`config.mk`:
```
export PLATFORM = sky130hd
export DESIGN_NAME = regex_instruction_cache
export DESIGN_NICKNAME = d
export VERILOG_FILES = /design/src/rtl/regex_instruction_cache.sv
export SDC_FILE = /design/constraint.sdc
export NUM_CORES = 1
export LEC_CHECK = 0
export ABC_AREA = 1
export BUFFER_PORTS_ARGS = -buffer_cell sky130_fd_sc_hd__buf_4
export CAP_MARGIN = 5
export CORE_MARGIN = 3
export CORE_UTILIZATION = 25
export CTS_CLUSTER_DIAMETER = 50
export CTS_CLUSTER_SIZE = 16
export DETAILED_ROUTE_END_ITERATION = 7
export PLACE_DENSITY = 0.47
export RECOVER_POWER = 100
export REMOVE_ABC_BUFFERS = 1
export SLEW_MARGIN = 10
export SYNTH_ARGS = -nofsm -noshare
export SYNTH_HDL_FRONTEND = slang
export SYNTH_SLANG_ARGS = --single-unit
```
`constraint.sdc`:
```
create_clock -name clk -period 9.3 [get_ports clk]
set_input_delay 1.395 -clock clk [delete_from_list [all_inputs] [get_ports clk]]
set_output_delay 1.395 -clock clk [all_outputs]
set_load 0.01 [all_outputs]
```
`src/rtl/regex_instruction_cache.sv`:
```
//------------------------------------------------------------------------------
// Module      : regex_instruction_cache
// Description : Direct-mapped, one-word-per-line instruction cache that sits
//               between a regex CPU fetch port and a shared instruction memory
//               bus. One outstanding miss; invalidate flushes all lines.
// Revision    : 1.0 - initial release
//------------------------------------------------------------------------------
`default_nettype none

module regex_instruction_cache #(
    parameter int MEMORY_WIDTH      = 16,
    parameter int MEMORY_ADDR_WIDTH = 11,
    parameter int CACHE_LINES_POW2  = 4,
    parameter int COUNTER_WIDTH     = 32
) (
    input  logic                         clk,
    input  logic                         rst,
    // CPU fetch port
    input  logic                         cpu_valid,
    input  logic [MEMORY_ADDR_WIDTH-1:0] cpu_addr,
    output logic                         cpu_ready,
    output logic [MEMORY_WIDTH-1:0]      cpu_data,
    // Memory bus port
    output logic                         mem_req_valid,
    output logic [MEMORY_ADDR_WIDTH-1:0] mem_req_addr,
    input  logic                         mem_req_ready,
    input  logic                         mem_rsp_valid,
    input  logic [MEMORY_WIDTH-1:0]      mem_rsp_data,
    // Control and status
    input  logic                         invalidate,
    output logic                         busy,
    output logic [COUNTER_WIDTH-1:0]     hit_count,
    output logic [COUNTER_WIDTH-1:0]     miss_count
);

    localparam int LINES     = 1 << CACHE_LINES_POW2;
    localparam int TAG_WIDTH = MEMORY_ADDR_WIDTH - CACHE_LINES_POW2;
    localparam logic [COUNTER_WIDTH-1:0] CNT_ONE = 1;
    localparam logic [COUNTER_WIDTH-1:0] CNT_MAX = '1;

    typedef enum logic [2:0] {
        IDLE      = 3'd0,
        HIT_RESP  = 3'd1,
        MISS_REQ  = 3'd2,
        MISS_WAIT = 3'd3,
        FILL_RESP = 3'd4
    } state_t;

    state_t                         state;

    // Line storage: valid bits are reset, tag/data are only meaningful when valid
    logic [LINES-1:0]               line_valid;
    logic [TAG_WIDTH-1:0]           tag_mem  [LINES];
    logic [MEMORY_WIDTH-1:0]        data_mem [LINES];

    // Address of the access in flight, independent of later cpu_addr changes
    logic [MEMORY_ADDR_WIDTH-1:0]   addr_q;
    // Set when an invalidate lands while a miss is outstanding; suppresses the fill
    logic                           inv_pending;

    logic [CACHE_LINES_POW2-1:0]    lookup_idx;
    logic [TAG_WIDTH-1:0]           lookup_tag;
    logic                           lookup_hit;
    logic [CACHE_LINES_POW2-1:0]    fill_idx;
    logic [TAG_WIDTH-1:0]           fill_tag;
    logic                           fill_we;

    assign lookup_idx = cpu_addr[CACHE_LINES_POW2-1:0];
    assign lookup_tag = cpu_addr[MEMORY_ADDR_WIDTH-1:CACHE_LINES_POW2];
    // A simultaneous invalidate makes every line look empty to this lookup
    assign lookup_hit = line_valid[lookup_idx] &&
                        (tag_mem[lookup_idx] == lookup_tag) &&
                        !invalidate;

    assign fill_idx = addr_q[CACHE_LINES_POW2-1:0];
    assign fill_tag = addr_q[MEMORY_ADDR_WIDTH-1:CACHE_LINES_POW2];
    // Invalidate (now or earlier in this miss) wins over the refill
    assign fill_we  = (state == MISS_WAIT) && mem_rsp_valid &&
                      !invalidate && !inv_pending;

    // Valid bits: flushed by reset or invalidate, set by a permitted refill
    always_ff @(posedge clk or posedge rst) begin
        if (rst) begin
            line_valid <= '0;
        end else if (invalidate) begin
            line_valid <= '0;
        end else if (fill_we) begin
            line_valid[fill_idx] <= 1'b1;
        end
    end

    // Tag and data arrays written on refill; aliasing lines are simply overwritten
    always_ff @(posedge clk) begin
        if (fill_we) begin
            tag_mem[fill_idx]  <= fill_tag;
            data_mem[fill_idx] <= mem_rsp_data;
        end
    end

    // Control FSM with registered CPU/bus outputs and saturating statistics
    always_ff @(posedge clk or posedge rst) begin
        if (rst) begin
            state         <= IDLE;
            cpu_ready     <= 1'b0;
            cpu_data      <= '0;
            mem_req_valid <= 1'b0;
            mem_req_addr  <= '0;
            busy          <= 1'b0;
            hit_count     <= '0;
            miss_count    <= '0;
            addr_q        <= '0;
            inv_pending   <= 1'b0;
        end else begin
            case (state)
                IDLE: begin
                    inv_pending <= 1'b0;
                    if (cpu_valid) begin
                        addr_q <= cpu_addr;
                        busy   <= 1'b1;
                        if (lookup_hit) begin
                            cpu_ready <= 1'b1;
                            cpu_data  <= data_mem[lookup_idx];
                            state     <= HIT_RESP;
                        end else begin
                            mem_req_valid <= 1'b1;
                            mem_req_addr  <= cpu_addr;
                            state         <= MISS_REQ;
                        end
                    end
                end

                HIT_RESP: begin
                    cpu_ready <= 1'b0;
                    busy      <= 1'b0;
                    if (hit_count != CNT_MAX) begin
                        hit_count <= hit_count + CNT_ONE;
                    end
                    state <= IDLE;
                end

                MISS_REQ: begin
                    if (invalidate) begin
                        inv_pending <= 1'b1;
                    end
                    if (mem_req_ready) begin
                        mem_req_valid <= 1'b0;
                        state         <= MISS_WAIT;
                    end
                end

                MISS_WAIT: begin
                    if (invalidate) begin
                        inv_pending <= 1'b1;
                    end
                    if (mem_rsp_valid) begin
                        cpu_ready <= 1'b1;
                        cpu_data  <= mem_rsp_data;
                        state     <= FILL_RESP;
                    end
                end

                FILL_RESP: begin
                    cpu_ready <= 1'b0;
                    busy      <= 1'b0;
                    if (miss_count != CNT_MAX) begin
                        miss_count <= miss_count + CNT_ONE;
                    end
                    state <= IDLE;
                end

                default: begin
                    cpu_ready     <= 1'b0;
                    mem_req_valid <= 1'b0;
                    busy          <= 1'b0;
                    state         <= IDLE;
                end
            endcase
        end
    end

endmodule

`default_nettype wire

```
==> impl_metrics.csv <==
group,metric,value,unit
power,power.density,236,mW/mm2
floorplanning,dieArea,0.0856,mm2
sta,finalMaxSlewViolations,332,
power,cellLeakagePower,8.73,nW
clock_network,clock_latency,0.63,ns
power,power.switching,0.00166,W
power,max-vdd-ir-drop,0.000122,V
logic_synthesis,yosysMostFrequentCell,"edfxtp_1",
clock_network,cts_resized,0,
clock_network,cts_made_buffers,54,
clock_network,cts_root_buf,"clkbuf_16",
clock_network,clk_pin_slew,0.06,ns
status,violations,"max-capacitance violations, max-slew violations",
critical_path,crit_path_cell_trace,"clkbuf_1 > inv_4 > buf_4 > nand2_1 > nand2_1 > nand2_1 > nand3_1 > nand3_1 > nand2_1 > nand2_1 > nand2_1 > nand2_1 > nor2_2 > nand2_1 > nand2_1 > nand3_1 > nand2_1 > nand2_1",
logic_synthesis,ys_warn_count,0,
floorplanning,pin_count,127,
sta,rsz0062_at_grt,"no",
power,swShare,29.4,%
logic_synthesis,ys_ff_latch,493,
clock_network,cts_tree,"yes",
detailed_routing,wl_per_cell,20.1,um
detailed_routing,first_iter_violations,959,
power,internal_power,0.00399,W
power,clkPwrFrac,40.0,%
critical_path,critPathSlowestCell,"buf_4",
finish,drive_gt1_share,6.35,%
sta,period_needed,5.48,ns
power,p_seq_share,47.9,%
sta,hold_violations,0,
logic_synthesis,synthFlopType,"edfxtp_1",
status,status,"complete, but fails checks",
logic_synthesis,yosys.area.top_type,"edfxtp_1",
detailed_routing,drt_first_pass_iters,5,
sta,worstMarginPinSlew,2.79,ns
sta,relSlewSlack,-87.4,%
grt,grt.total_usage,14.0,%
logic_synthesis,synth_top_area_share,53.8,%
grt,grt_pass1_vias,13938,
critical_path,arrival,5.99,ns
logic_synthesis,postSynthCellCount,1809,
finish,nets,1959,
grt,grt_max_degree,105,
critical_path,path_max_fanout,104,
job,timing.max_cap.violations,19,
sta,fmax,183,MHz
placed_design,portBuffers,126,
logic_synthesis,seq_area_frac_synth,69.1,%
critical_path,cp-start-kind,"input pin",
grt,grt-ovfl-total,0,
min_path,hold_path.class,"register to register",
clock_network,ctsHoldBuffers,0,
critical_path,path_class,"input pin to register",
detailed_routing,vias,14048,
clock_network,cts_buffer_depth,3,
sta,clock_skew,0.0460,ns
clock_network,htreeDepth,2,
clock_network,cts_setup_buffers,0,
critical_path,slowest_delay,0.94,ns
floorplanning,initial_core_util,25.4,%
power,total_power,0.00565,W
logic_synthesis,synth_common_cells,"edfxtp_1 (368), nand2_1 (339), nor2_1 (252), o21ai_0 (158), nand3_1 (133)",
power,comb_power_share,12.1,%
floorplanning,fp-row-count,104,
logic_synthesis,synth-edff-count,368,
logic_synthesis,avgSynthCellArea,11.3,um2
logic_synthesis,ys_types,36,
logic_synthesis,yosys-top-cells-area,"edfxtp_1 (54%), dfrtp_1 (15%), nand2_1 (6.2%)",
logic_synthesis,async_reset_ff_share,25.4,%
placed_design,hpwl,35200,um
grt,antenna_found_initial,2,
detailed_routing,drtAntennaViolNets,0,
critical_path,cpMostUsedCell,"nand2_1",
critical_path,required,9.81,ns
sta,setup_viol_count_final,0,
floorplanning,floorplan.die.width,293,um
grt,grt_pass1_wl,90900,um
floorplanning,coreArea,0.0809,mm2
logic_synthesis,syn_area,0.0205,mm2
placed_design,gp_congestion,0.779,
finish,area_growth,16.6,%
floorplanning,die_y,293,um
critical_path,worst_setup_path_end_kind,"register",
detailed_routing,viasPerCell,4.64,
detailed_routing,routed_wl,60900,um
clock_network,clock-sinks,493,
detailed_routing,remaining_drc_errors,0,
sta,fin_crit_sh,58.9,%
sta,fin_setup_tns,0,ns
==> layout by cell type, fill, tap and decap left out, drive strengths merged, types with 10 or more instances in the layout <==
cell type	Yosys	final
a31oi	12	12
buf	41	24
clkbuf	52	186
clkinv	1	15
clkinvlp	0	10
dfrtp	125	125
edfxtp	368	368
inv	99	113
nand2	341	341
nand3	135	135
nand4	29	29
nor2	253	253
nor3	14	14
nor4	10	10
o211ai	13	13
o21a	12	12
o21ai	172	172
o221ai	52	52
o22ai	12	12
xnor2	27	27
xor2	33	33
==> through the flow <==
stage | cells | utilization, % | setup slack (ns) | area, um2 | hold WS, ns
6_report | 3030 | 29.6 | 3.82 | 23900 | 0.480
5_1_grt | 3029 | 29.6 | 3.35 | 23900 | 0.503
4_1_cts | 3029 | 30.3 | 4.74 | 24600 | 0.492
3_5_place_dp | 2928 | 28.0 | 4.13 | 22600 | 0.475
3_3_place_gp | 2928 | 28.0 | 4.13 | 22600 | 0.473
2_1_floorplan | 1716 | - | 4.58 | 20000 | 0.464
==> routing by layer <==
| layer | part of all wire [%] | track usage [%] |
|---|---|---|
| met5 | 0.033 | 0 |
| met4 | 2.0 | 3.61 |
| met3 | 5.4 | 2.59 |
| met2 | 48 | 23.3 |
| met1 | 45 | 18.8 |
==> sequential cells by signal, summed over array words and instances, names as in the netlist <==
| signal | flops |
|---|---|
| cpu_data | 16 |
| busy | 1 |
| miss_count | 32 |
| mem_req_valid | 1 |
| line_valid | 16 |
| tag_mem | 112 |
| hit_count | 32 |
| cpu_ready | 1 |
| data_mem | 256 |
| state | 3 |
| inv_pending | 1 |
| mem_req_addr | 11 |
| addr_q | 11 |
==> critical path: cells and delay by family <==
kind,cells,cell delay (ns)
and+or+nand+nor,15,2.76
buffers and inverters,3,1.70
==> power groups by stage <==
stage | logic (W) | clock network [W] | registers, W
5_1_grt | 0.000773 | 0.00242 | 0.00273
6_report | 0.000682 | 0.00226 | 0.00271
4_1_cts | 0.000794 | 0.00233 | 0.00271
2_1_floorplan | 0.000360 | 0 | 0.00273
3_3_place_gp | 0.000781 | 0 | 0.00275
3_5_place_dp | 0.000791 | 0 | 0.00276
==> cells by family after synthesis <==
logic type / Yosys count / share of synthesized area (%)
flip-flops: 493 / 69.1
XOR/XNOR: 60 / 2.56
buffers and inverters: 193 / 4.20
adder cells (fa/ha/maj): 2 / 0.122
AND/OR/NAND/NOR: 785 / 15.9
AO/OA/AOI/OAI: 276 / 8.13
==> worst paths after layout <==
check,endpoint,cells past startpoint,slack [ns],startpoint
min in group asynchronous,miss_count[27]$_DFFE_PP0P_,2,1.58,rst
min,cpu_data[0]$_DFFE_PP0P_,2,0.48,cpu_data[0]$_DFFE_PP0P_
max,cpu_data[10]$_DFFE_PP0P_,18,3.82,cpu_addr[0]
max in group asynchronous,cpu_data[14]$_DFFE_PP0P_,3,5.76,rst
max reg2reg,tag_mem[4][3]$_DFFE_PP_,10,4.43,state[2]$_DFFE_PP0P_
min reg2reg,cpu_data[0]$_DFFE_PP0P_,2,0.48,cpu_data[0]$_DFFE_PP0P_
==> layout make-up <==
type	instances	area, um2
Fill cell	8421	57000
Sequential cell	493	14200
Multi-Input combinational cell	1123	5470
Clock buffer	58	1380
Tap cell	1060	1330
Timing Repair Buffer	152	664
Clock inverter	43	541
Inverter	100	379
Antenna cell	1	2.50
Note: power is estimated with default switching activity, not from simulation.
